[config.mk]
export PLATFORM = sky130hd
export DESIGN_NAME = alu_share_arbiter
export DESIGN_NICKNAME = d
export VERILOG_FILES = /design/src/rtl/alu_share_arbiter.sv
export SDC_FILE = /design/constraint.sdc
export NUM_CORES = 1
export LEC_CHECK = 0
export BUFFER_PORTS_ARGS = -buffer_cell sky130_fd_sc_hd__buf_2
export CORE_MARGIN = 4
export CORE_UTILIZATION = 41
export DETAILED_ROUTE_END_ITERATION = 10
export HOLD_SLACK_MARGIN = 0.12
export PLACE_DENSITY = 0.76
export RECOVER_POWER = 50
export SYNTH_ARGS = -nofsm -noshare
export SYNTH_HDL_FRONTEND = slang
export SYNTH_SLANG_ARGS = --single-unit
[constraint.sdc]
create_clock -name clk -period 4.9 [get_ports clk]
set_clock_uncertainty 0.15 [all_clocks]
set_input_delay 1.225 -clock clk [delete_from_list [all_inputs] [get_ports clk]]
set_output_delay 1.225 -clock clk [all_outputs]
set_load 0.05 [all_outputs]
[src/rtl/alu_share_arbiter.sv]
// Round-robin sharing of one registered-output ALU between two valid/ready requesters.
// One operation in flight; the result returns on the owner's response channel.
module alu_share_arbiter #(
   parameter int DBITS  = 32,
   parameter int OPBITS = 6
) (
   input  logic              clk,
   input  logic              reset,
   input  logic              req0_valid,
   output logic              req0_ready,
   input  logic [OPBITS-1:0] req0_opsel,
   input  logic [DBITS-1:0]  req0_a,
   input  logic [DBITS-1:0]  req0_b,
   input  logic              req1_valid,
   output logic              req1_ready,
   input  logic [OPBITS-1:0] req1_opsel,
   input  logic [DBITS-1:0]  req1_a,
   input  logic [DBITS-1:0]  req1_b,
   output logic              rsp0_valid,
   input  logic              rsp0_ready,
   output logic [DBITS-1:0]  rsp0_data,
   output logic              rsp1_valid,
   input  logic              rsp1_ready,
   output logic [DBITS-1:0]  rsp1_data,
   output logic [OPBITS-1:0] alu_opsel,
   output logic [DBITS-1:0]  alu_a,
   output logic [DBITS-1:0]  alu_b,
   input  logic [DBITS-1:0]  alu_out,
   output logic              busy,
   output logic [1:0]        dbg_state
);

   // Handshake rule on every channel: a transfer happens on a rising edge
   // where valid and ready are both high; the sender holds its payload until then.
   typedef enum logic [1:0] {IDLE = 2'd0, EXEC = 2'd1, CAPT = 2'd2, RESP = 2'd3} state_e;

   state_e              state_q, state_d;
   logic                owner_q, owner_d;
   logic                last_grant_q, last_grant_d;
   logic [OPBITS-1:0]   alu_opsel_q, alu_opsel_d;
   logic [DBITS-1:0]    alu_a_q, alu_a_d;
   logic [DBITS-1:0]    alu_b_q, alu_b_d;
   logic                rsp0_valid_q, rsp0_valid_d;
   logic                rsp1_valid_q, rsp1_valid_d;
   logic [DBITS-1:0]    rsp0_data_q, rsp0_data_d;
   logic [DBITS-1:0]    rsp1_data_q, rsp1_data_d;

   logic grant0, grant1, accept, owner_rsp_ready;

   always_ff @(posedge clk or posedge reset) begin
      if (reset) begin
         state_q      <= IDLE;
         owner_q      <= 1'b0;
         last_grant_q <= 1'b1;
         alu_opsel_q  <= '0;
         alu_a_q      <= '0;
         alu_b_q      <= '0;
         rsp0_valid_q <= 1'b0;
         rsp1_valid_q <= 1'b0;
         rsp0_data_q  <= '0;
         rsp1_data_q  <= '0;
      end else begin
         state_q      <= state_d;
         owner_q      <= owner_d;
         last_grant_q <= last_grant_d;
         alu_opsel_q  <= alu_opsel_d;
         alu_a_q      <= alu_a_d;
         alu_b_q      <= alu_b_d;
         rsp0_valid_q <= rsp0_valid_d;
         rsp1_valid_q <= rsp1_valid_d;
         rsp0_data_q  <= rsp0_data_d;
         rsp1_data_q  <= rsp1_data_d;
      end
   end

   // On a tie the port that did not win last time is served.
   always_comb begin
      grant0 = req0_valid & (~req1_valid | last_grant_q);
      grant1 = req1_valid & (~req0_valid | ~last_grant_q);
   end

   always_comb begin
      accept          = req0_ready | req1_ready;
      owner_rsp_ready = owner_q ? rsp1_ready : rsp0_ready;
      state_d         = state_q;
      owner_d         = owner_q;
      last_grant_d    = last_grant_q;
      alu_opsel_d     = alu_opsel_q;
      alu_a_d         = alu_a_q;
      alu_b_d         = alu_b_q;
      rsp0_valid_d    = rsp0_valid_q;
      rsp1_valid_d    = rsp1_valid_q;
      rsp0_data_d     = rsp0_data_q;
      rsp1_data_d     = rsp1_data_q;
      case (state_q)
         IDLE: begin
            if (accept) begin
               state_d      = EXEC;
               owner_d      = req1_ready;
               last_grant_d = req1_ready;
               alu_opsel_d  = req1_ready ? req1_opsel : req0_opsel;
               alu_a_d      = req1_ready ? req1_a : req0_a;
               alu_b_d      = req1_ready ? req1_b : req0_b;
            end
         end
         EXEC: state_d = CAPT;
         CAPT: begin
            state_d = RESP;
            if (owner_q) begin
               rsp1_valid_d = 1'b1;
               rsp1_data_d  = alu_out;
            end else begin
               rsp0_valid_d = 1'b1;
               rsp0_data_d  = alu_out;
            end
         end
         RESP: begin
            if (owner_rsp_ready) begin
               state_d      = IDLE;
               rsp0_valid_d = 1'b0;
               rsp1_valid_d = 1'b0;
            end
         end
         default: state_d = IDLE;
      endcase
   end

   // Ready is masked while reset is held so no requester sees a handshake that is dropped.
   always_comb begin
      req0_ready = ~reset & (state_q == IDLE) & grant0;
      req1_ready = ~reset & (state_q == IDLE) & grant1;
      busy       = (state_q != IDLE);
      dbg_state  = state_q;
   end

   assign alu_opsel  = alu_opsel_q;
   assign alu_a      = alu_a_q;
   assign alu_b      = alu_b_q;
   assign rsp0_valid = rsp0_valid_q;
   assign rsp1_valid = rsp1_valid_q;
   assign rsp0_data  = rsp0_data_q;
   assign rsp1_data  = rsp1_data_q;

endmodule

* Word-level counts from Yosys, hierarchy flattened
Index checks and enable logic that the tools add are counted.
** Storage, ports and cells
- Output and inout bits :: 141
- Memory bits (read-only) :: 0
- Logic and storage cells :: 51
- Register bits after elaboration :: 140
- Memory bits (writable) :: 0
- Latch bits :: 0
- Bits of input ports :: 178
- Memories :: 0
** Cells by class
- Equality and inequality tests :: 7
- Multipliers :: 0
- Multiplexer cells :: 12
- Add/sub/neg operators :: 0
- Div/mod/pow operators :: 0
- Bitwise gates (word level) :: 13
- Shift operators :: 0
- Reductions and logical operators :: 9
- $lt $le $gt $ge :: 0
** Operators by type and width (number)
- 2-to-1 mux 32 bit :: 2
- != test 2 bit (second input constant) :: 4
- one-hot mux 2 bit (4 select lines) :: 1
- AND reduction 2 bit :: 4
- 2-to-1 mux 6 bit :: 1
- AND reduction 3 bit :: 2
- bitwise AND 1 bit :: 5
- NOT 1 bit :: 5
- equality test 2 bit (second input constant) :: 2
- 2-to-1 mux 1 bit :: 4
- 2-to-1 mux 2 bit :: 2
- one-hot mux 1 bit (2 select lines) :: 2
- nonzero test 2 bit :: 2
- OR 1 bit :: 3
- equality test 2 x 1 -> 1 bit (second input constant) :: 1
- logical NOT 2 bit :: 1

* Longest topological paths before layout
Gate-level depths: netlist of the first run.
- Depth after elaboration :: 7
- Mapped depth :: 9
- Depth with buffers taken out :: 7

* Worst setup path after synthesis of the first run
Ideal clock, no wire load.
- Kind :: input to output
- From :: input reset
- To :: output req1_ready
- Required time :: 3.525 ns
- Path slack :: 1.621 ns
- Buffers on the path :: 1
- Stages on the path :: 4
- Arrival :: 1.904 ns
- Path through :: nor2b_4 nand3_4 inv_2 buf_2
** On the way
- Longest elaborated chain between the ends :: 3
** RTL lines
- start, declared :: RTL line 8 : input logic reset,
- NOT 1 bit :: RTL line 131 : req1_ready = ~reset & (state_q == IDLE) & grant1;
- bitwise AND 1 bit (2 in a row) :: RTL line 131
- end, declared :: RTL line 15 : output logic req1_ready,
No other way between the ends.

* Final worst setup path of the first run
- From :: input reset
- To :: register alu_a_q[13] (netlist: alu_a[13])
** On the way
- Longest elaborated chain between the ends :: 5
- Elaborated cells between the ends (all ways) :: 7
- Those cells by class :: mux: 1; bitwise: 5; reduce/logical: 1
** RTL lines
- NOT 1 bit * :: RTL line 130, 131
- bitwise AND 1 bit * :: RTL line 130, 131
- bitwise AND 1 bit (on tied branches) :: RTL line 130, 131
- OR 1 bit :: RTL line 83 : accept = req0_ready | req1_ready;
- AND reduction 2 bit (no line)
- end signal, assigned :: RTL line 67 : alu_a_q <= alu_a_d;
- end, declared :: RTL line 41 : logic [DBITS-1:0] alu_a_q, alu_a_d;
Mark *: on every way between the ends. The rest lies on a longest branch, timed or not.
A chain may end at the register's enable or synchronous reset.

==> flow_summary.toml, run 1 <==
[grt]
grt_pass1_wl_um = 25900
grt-ovfl-total = 0
grt_pass1_vias = 5040
grt_antenna_before_repair = 1
track_usage = 0.202
grt_max_degree = 141

[logic_synthesis]
synth_flop_cell = "dfrtp_1"
synth_area_leaders = "dfrtp_1 (59%), mux2_2 (12%), nand2_1 (9.4%)"
synth_fp_nets = 740
synth_mux_area_frac = 0.126
synth_commonest_cells = "nand2_1 (148), dfrtp_1 (139), nor2_1 (71)"
synth-edff-count = 0
synth_top_family_by_area = "simple AND/OR/NAND/NOR gates"
synth-xor-area-share = 0
ys_warn_count = 0
postSynthAreaPerCell_um2 = 10.6
synthAdderAreaFrac = 0.00847
synth_area_um2 = 5910
ys_async_sr_fraction = 1.00
synthCells = 558
synth_top_cell_area_share = 0.589
yosysSeqAreaShare = 0.593
ys_types = 27
synth.most_common_cell = "nand2_1"
yosys.area.top_type = "dfrtp_1"
synth-compound-area-share = 0.0815
ys_ff_latch = 140
synthSimpleGateAreaFrac = 0.150

[sta]
finalCritPeriodShare = 0.705
fmax_mhz = 289
relSlewSlack = -0.252
hold_viol = 0
rsz0062_at_grt = "false"
fin_crit_ps = 3460
tns_ps = 0
tightest_slew_ps = 1880
worst_hold_slack_ps = 314
setup_viol = 0
slew_violations = 189

[worst_setup_path]
ff2ff_path_depth = 7
cp_slowest_cell = "o21a_1"
crit_fanout = 88
crit_buf_inv = 2
crit_type = "in -> reg"
critPathArrivalTime_ps = 3620
critPathCaptureType = "register"
critPathRequiredTime_ps = 5070
max_stage_delay_ps = 1400
path_cells = "clkbuf_1, nor2b_4, o21a_1, buf_12, nor2_1, a31oi_1"
reg2reg_from = "dbg_state[0]$_DFFE_PP0P_"
r2r_setup_slack_ps = 1560
startpoint_type = "primary input"
rr_endpoint = "alu_a[13]$_DFFE_PP0P_"
cpLargestDelayFamily = "compound AO/OA/AOI/OAI gates"

[route]
drc = 0
vias = 5179
vias_per_cell = 4.90
firstDrtPassIters = 4
drtAntennaViolNets = 0
avgRoutedWirePerCell_um = 15.8
drtIter0Drc = 252
wirelength_um = 16700

[clocking]
post-cts-setup-buffer-count = 0
numCtsBuffers = 17
cts_resized = 0
holdBufCountCts = 0
ctsHtreeMaxLevel = 4
cts_tree = "done"
clk_pin_slew_worst_paths_ps = 60
cts-root-buf = "clkbuf_16"
cts.sinks = 140
worstSkewPairLatency_ps = 410
clockBufferDepth = 2

[floorplanning]
die_area_um2 = 16400
initial_utilization = 0.422
core_um2 = 14000
fp-row-count = 43
die_width_um = 128
pin_count = 319
die_h_um = 128

[finish]
num-fill-cells = 1201
fin_nets = 1046
area_growth_pct = 38.0
layout-drive-gt1-share = 0.479
multi_input_area_um2 = 2170
area.sequential_um2 = 3500

[outcome]
outcome = "complete, but fails checks"
violations = "capacitance limit, slew limit"

[placed_design]
gp_congestion = 0.786
dp_hpwl_um = 12100
portBuffers = 318

[pwr]
p_per_area_nw_per_um2 = 890
p_leak_nw = 4.03
peakVddDrop_uv = 424

[job]
cap_viol_max_count = 4

[min_path]
holdPathStages = 2
worstHoldStart = "last_grant_q$_DFFE_PP1P_"
hold_path.class = "reg -> reg"
whs_endpoint = "last_grant_q$_DFFE_PP1P_"
[worst reg2reg max path: stages (launching register included)]
cell and delay (ps):
dfrtp_1 400, inv_1 120, ha_1 240, nor2b_4 220
o21a_1 1400, buf_12 440, nor2_1 100, a31oi_1 170
[stage by stage]
stage               instance area [um2]  total power, mW  instances   util  setup slack [ps]
floorplan                          5910             5.11        558      -              1620
global placement                   7600             6.00       1025  0.543              1550
detailed placement                 7600             6.06       1025  0.543              1520
CTS                                8180             7.33       1057  0.584              1510
global route                       8150             7.63       1057  0.583              1150
finish                             8160             7.26       1058  0.583              1440
[how the worst max path moves through the flow]
stage | startpoint | endpoint | slack [ps] | cells past startpoint
2_1_floorplan | reset | req1_ready | 1620 | 4
3_3_place_gp | reset | req0_ready | 1550 | 5
3_5_place_dp | reset | req0_ready | 1520 | 5
4_1_cts | reset | req0_ready | 1510 | 5
5_1_grt | reset | dbg_state[1]$_DFFE_PP0P_ | 1150 | 5
6_report | reset | alu_a[13]$_DFFE_PP0P_ | 1440 | 6
[sequential cells by signal, indices dropped and copies added (netlist names), 2 cells and up]
signal	count
alu_a	32
alu_b	32
alu_opsel	6
dbg_state	2
rsp0_data	32
rsp1_data	32
[cell usage in the layout, fill, tap and decap left out, types with 3 or more instances in the layout]
cell and count:
mux2_2 62, nand2_1 148, clkbuf_8 3, nor2_1 71, a31oi_1 70, clkinv_4 3, inv_1 5, dfrtp_1 139
inv_6 3, clkbuf_1 5, clkbuf_16 17, buf_2 316, ha_1 4
[power by group]
part | internal, mW | switching (mW)
clock | 0.744 | 0.496
sequential | 1.75 | 0.311
combinational | 1.03 | 2.92
[layer usage]
metal  up-vias  wire length [um]  GRT usage
li1       2497                 -          -
met4         2               284     0.0718
met1      2439              6430      0.235
met5         -                20          0
met3        25              1580     0.0729
met2       216              8410      0.343
[area by class of cell]
cell class | count | share of cell area
well taps | 180 | 0.0276
clock buffers | 21 | 0.0577
inverters | 7 | 0.00338
clock inverters | 11 | 0.0132
flip-flops and latches | 140 | 0.430
repair buffers | 324 | 0.202
multi-input cells | 374 | 0.266
diodes | 1 | 0.000307
[kinds of logic after synthesis]
group / Yosys count
flip-flops: 140
buffers and inverters: 44
multiplexers: 66
AND/OR/NAND/NOR: 227
adder cells (fa/ha/maj): 4
AO/OA/AOI/OAI: 77
Power figures use the tool's default switching activity.
==> run 2, diff against run 1 <==
ABC_AREA = 1   (was not set)
CORE_UTILIZATION = 46   (was 41)
PLACE_DENSITY = 0.79   (was 0.76)
clock period = 3.35 ns   (was 4.9 ns; I/O delays follow)
==> run 2 against run 1 <==
Against the previous run: the run now ends clean; cell count up 22%; combinational power increased by 39%; worst setup slack worse by 1100 ps; non-clock buffer count rose by 2; clock power rose by 48%; global-route usage increased by 3.0 points; critical path depth down 1; register-to-register slack got worse by 780 ps; wire length rose by 13%; sequential power grew 46%; largest power group unchanged.
==> flow_summary.toml, run 2 <==
[job]
cap_viol_max_count = 0

[route]
wirelength_um = 18900
drtAntennaViolNets = 0
vias_per_cell = 4.86
vias = 6294
firstDrtPassIters = 5
avgRoutedWirePerCell_um = 14.6
drtIter0Drc = 388
drc = 0

[placed_design]
portBuffers = 318
pre_cts_slack_ps = 541
dp_hpwl_um = 13900
gp_congestion = 0.840

[floorplanning]
die_h_um = 126
core_um2 = 13500
die_width_um = 126
pin_count = 319
fp-row-count = 42
die_area_um2 = 15900
initial_utilization = 0.478

[pwr]
seq_power_share = 0.290
clkPwrFrac = 0.178
peakVddDrop_uv = 562
p_per_area_nw_per_um2 = 1200
p_leak_nw = 5.03
p_comb_frac = 0.532
internal-power_mw = 4.83
p_switching_mw = 5.50
swShare = 0.532

[finish]
layout_common_cells = "buf_2 (296), nand2_1 (216), dfrtp_1 (139)"
multi_input_area_um2 = 2240
fin_nets = 1288
num-fill-cells = 1200
final_common_cell = "buf_2"
area_growth_pct = 33.9
n_antenna_cell = 0
area.sequential_um2 = 3500
layout-drive-gt1-share = 0.306

[sta]
finalCritPeriodShare = 0.883
hold_viol = 0
fmax_mhz = 338
rsz0062_at_grt = "false"
setup_ws_ps = 391
slew_violations = 0
setup_viol = 0
tightest_slew_ps = 1260
relSlewSlack = 0.159
tns_ps = 0
fin_crit_ps = 2960

[clocking]
cts_tree = "done"
ctsHtreeMaxLevel = 4
clockBufferDepth = 2
numCtsBuffers = 17
clk_pin_slew_worst_paths_ps = 60
cts.sinks = 140
cts_resized = 0
holdBufCountCts = 0
post-cts-setup-buffer-count = 0
worstSkewPairLatency_ps = 410
cts-root-buf = "clkbuf_16"

[grt]
grt_pass1_wl_um = 29600
track_usage = 0.232
grt_antenna_before_repair = 1
grt-ovfl-total = 0
grt_pass1_vias = 5908
grt_max_degree = 150

[worst_setup_path]
crit_buf_inv = 4
cpLargestDelayFamily = "buffers and inverters"
cp_slowest_cell = "inv_8"
crit_fanout = 44
critPathArrivalTime_ps = 1970
path_cells = "clkbuf_1, inv_8, nand4_1, inv_1, buf_2"
max_stage_delay_ps = 270
crit_type = "in -> out"
critPathRequiredTime_ps = 2360
critPathCaptureType = "primary output"
startpoint_type = "primary input"

[logic_synthesis]
ys_async_sr_fraction = 1.00
synth_top_family_by_area = "simple AND/OR/NAND/NOR gates"
synthAdderAreaFrac = 0.00778
ys_ff_latch = 140
ys_warn_count = 0
ys_types = 22
synth_commonest_cells = "nand2_1 (216), dfrtp_1 (139), inv_1 (109)"
synth_fp_nets = 994
synth_top_cell_area_share = 0.541
synth.most_common_cell = "nand2_1"
synth-edff-count = 0
synth_flop_cell = "dfrtp_1"
synth-xor-area-share = 0
yosys.area.top_type = "dfrtp_1"
yosysSeqAreaShare = 0.545
synth-compound-area-share = 0.109
synthSimpleGateAreaFrac = 0.234
synth_area_um2 = 6430
synth_area_leaders = "dfrtp_1 (54%), nand2_1 (13%), inv_1 (6.4%)"
synth_mux_area_frac = 0
synthCells = 812
postSynthAreaPerCell_um2 = 7.92

[outcome]
outcome = "finished clean"

[min_path]
hold_path.class = "in -> async"
-- run 2: changes by cell type in the layout (fill, tap and decap cells not counted), sizes merged, moves of 2 or more --
cell	change
mux2	-65
a31oi	-70
nand2	+69
clkbuf	+17
nand2b	-2
inv	+104
nor2b	-2
nand3	+73
o21ai	+136
buf	-18
-- run 2: power groups by stage --
stage | logic (mW) | registers (mW) | clock network (mW)
2_1_floorplan | 1.43 | 5.75 | 0
3_3_place_gp | 5.50 | 2.98 | 0
3_5_place_dp | 5.60 | 2.99 | 0
4_1_cts | 5.60 | 2.99 | 1.88
5_1_grt | 5.87 | 3.09 | 1.95
6_report | 5.50 | 3.00 | 1.84
-- run 2: kinds of logic (layout without fill, tap and decap cells) --
kind of cell,after synthesis,count (layout)
flip-flops,140,140
buffers and inverters,162,468
AO/OA/AOI/OAI,140,140
AND/OR/NAND/NOR,366,366
adder cells (fa/ha/maj),4,4
-- run 2: final timing paths --
path,endpoint,slack [ps],cells past startpoint,startpoint
max,req1_ready,390,5,reset
min,rsp1_data[27]$_DFFE_PP0P_,320,2,reset
max reg2reg,alu_b[21]$_DFFE_PP0P_,780,10,dbg_state[0]$_DFFE_PP0P_
min reg2reg,rsp0_data[11]$_DFFE_PP0P_,330,2,rsp0_data[11]$_DFFE_PP0P_
max in group asynchronous,rsp0_data[14]$_DFFE_PP0P_,1210,3,reset
min in group clk,rsp0_data[11]$_DFFE_PP0P_,330,2,rsp0_data[11]$_DFFE_PP0P_
-- run 2: area by class of cell --
class	count	share of cell area
repair buffers	326	0.191
clock inverters	13	0.0167
multi-input cells	510	0.260
well taps	176	0.0256
inverters	111	0.0492
flip-flops and latches	140	0.407
clock buffers	18	0.0510
-- run 2: metal layers --
layer  routed length [um]  track usage
met3                 1630       0.0677
met4                  317       0.0700
met2                 9490        0.393
met1                 7450        0.289
met5                   13            0
-- run 2: metrics by stage --
stage          instances  instance area (um2)  hold WS (ps)  utilization  total power [mW]
4_1_cts             1294                 8670           271        0.644              10.5
5_1_grt             1294                 8620           333        0.640              10.9
3_5_place_dp        1263                 8090           318        0.601              8.58
6_report            1294                 8620           320        0.640              10.3
2_1_floorplan        812                 6440           333            -              7.18
3_3_place_gp        1263                 8090           313        0.601              8.48
-- run 2: worst register-to-register path: cells and delay by family (launching register included) --
kind / cells / cell delay [ps]
flops: 1 / 410
buf+inv: 4 / 1060
compound gates: 1 / 70
simple gates: 4 / 520
fa+ha+maj: 1 / 250
==> run 3, diff against run 2 <==
GPL_TIMING_DRIVEN = 0   (was not set)
PLACE_DENSITY = not set   (was 0.79)
PLACE_DENSITY_LB_ADDON = 0.2   (was not set)
==> run 3 against run 2 <==
Against the previous run: wire length increased by 8.5%; sequential share of layout area decreased by 0.89 points; critical path depth increased by 2; clock-buffer cell count increased by 2; die area unchanged; the flow now finishes with violations (capacitance limit, slew limit); sequential cell count unchanged; clock power increased by 4%; sequential power about the same; combinational power increased by 1%; power increased by 1.4%; hold slack got worse by 25 ps.
==> flow_summary.toml, run 3 (synthesized netlist as in run 2, its figures left out) <==
[outcome]
outcome = "complete, but fails checks"
violations = "capacitance limit, slew limit"

[worst_setup_path]
cpLargestDelayFamily = "buffers and inverters"
critPathArrivalTime_ps = 2220
max_stage_delay_ps = 260
crit_type = "in -> out"
startpoint_type = "primary input"
critPathRequiredTime_ps = 2360
path_cells = "clkbuf_4, inv_16, nand4_4, buf_4, buf_2, inv_1, clkbuf_4"
crit_fanout = 36
cp_slowest_cell = "buf_4"
crit_buf_inv = 6
crit_top_cell = "clkbuf_4"
critPathCaptureType = "primary output"

[sta]
relSlewSlack = -0.0524
worst_hold_slack_ps = 294
tightest_slew_ps = 1570
finalCritPeriodShare = 0.957
tns_ps = 0
slew_violations = 107
hold_viol = 0
setup_viol = 0
fmax_mhz = 312
rsz0062_at_grt = "false"
fin_crit_ps = 3210

[placed_design]
dp_cells = 1306
dp_hpwl_um = 15200
portBuffers = 318
gp_congestion = 0.846

[grt]
track_usage = 0.252
grt_pass1_vias = 6194
grt_antenna_before_repair = 0
grt-ovfl-total = 0
grt_pass1_wl_um = 31700
grt_max_degree = 71

[finish]
fin_cells = 1339
area_growth_pct = 36.9
final_common_cell = "buf_2"
layout-drive-gt1-share = 0.269
num-fill-cells = 1278
n_antenna_cell = 0
layout_common_cells = "buf_2 (261), nand2_1 (216), dfrtp_1 (139)"
fin_nets = 1333

[route]
wirelength_um = 20500
drtIter0Drc = 328
maxUsedRoutingLayer = "met4"
vias_per_cell = 4.82
drtAntennaViolNets = 0
dr_wl_met3_um = 1720
wl_met2_um = 9840
met1_length_um = 8240
firstDrtPassIters = 4
drc = 0
avgRoutedWirePerCell_um = 15.3
vias = 6457

[clocking]
worstSkewPairLatency_ps = 420
cts_tree = "done"
clk_pin_slew_worst_paths_ps = 60
clockBufferDepth = 2
numCtsBuffers = 17
ctsHtreeMaxLevel = 4
cts.sinks = 140
holdBufCountCts = 0
post-cts-setup-buffer-count = 0
cts-root-buf = "clkbuf_16"

[floorplanning]
die_width_um = 126
initial_utilization = 0.478
die_h_um = 126
fp-row-count = 42
core_um2 = 13500
die_area_um2 = 15900
pin_count = 319

[pwr]
p_per_area_nw_per_um2 = 1190
peakVddDrop_uv = 578
p_leak_nw = 4.99

[min_path]
hold_path.class = "in -> async"

[job]
cap_viol_max_count = 2
-- run 3: worst paths after layout --
check | start | to | slack, ps | cells after the start
max reg2reg | dbg_state[0]$_DFFE_PP0P_ | rsp0_data[13]$_DFFE_PP0P_ | 1240 | 7
min | reset | alu_b[4]$_DFFE_PP0P_ | 290 | 2
min in group clk | rsp1_data[22]$_DFFE_PP0P_ | rsp1_data[22]$_DFFE_PP0P_ | 330 | 2
max | reset | req1_ready | 140 | 7
max in group asynchronous | reset | alu_a[22]$_DFFE_PP0P_ | 1430 | 2
min reg2reg | rsp1_data[22]$_DFFE_PP0P_ | rsp1_data[22]$_DFFE_PP0P_ | 330 | 2
-- run 3: per-layer routing --
layer | GRT usage | vias to the layer above
li1 | - | 3205
met1 | 0.317 | 2918
met2 | 0.406 | 286
met3 | 0.0775 | 48
met4 | 0.100 | 0
met5 | 0 | -
-- run 3: power by group --
| group | switching, mW | internal (mW) |
|---|---|---|
| Combinational | 4.39 | 1.19 |
| Clock | 0.708 | 1.20 |
| Sequential | 0.455 | 2.53 |
| Total | 5.55 | 4.92 |
-- run 3: final cells by class --
cell class / count / area [um2] / share of cell area
flip-flops and latches: 140 / 3500 / 0.398
plain buffers: 51 / 255 / 0.0290
well taps: 176 / 220 / 0.0250
inverters: 111 / 433 / 0.0491
repair inverters: 2 / 12.5 / 0.00142
multi-input cells: 510 / 2260 / 0.257
repair buffers: 318 / 1520 / 0.173
clock inverters: 11 / 143 / 0.0162
clock buffers: 20 / 457 / 0.0518
-- run 3: what timing repair did --
| action | CTS | global route |
|---|---|---|
| gates cloned | 2 | 0 |
| resized for setup | 2 | 3 |
| setup endpoints to repair | 1 | 1 |
-- run 3: per-stage QoR --
step / cell area (um2) / setup WS, ps / util / power (mW)
floorplan: 6440 / 25.7 / - / 7.18
global placement: 8250 / -615 / 0.614 / 8.61
detailed placement: 8250 / -618 / 0.614 / 8.68
CTS: 8880 / 37.4 / 0.660 / 10.6
global route: 8810 / 37.6 / 0.655 / 11.0
finish: 8810 / 144 / 0.655 / 10.5
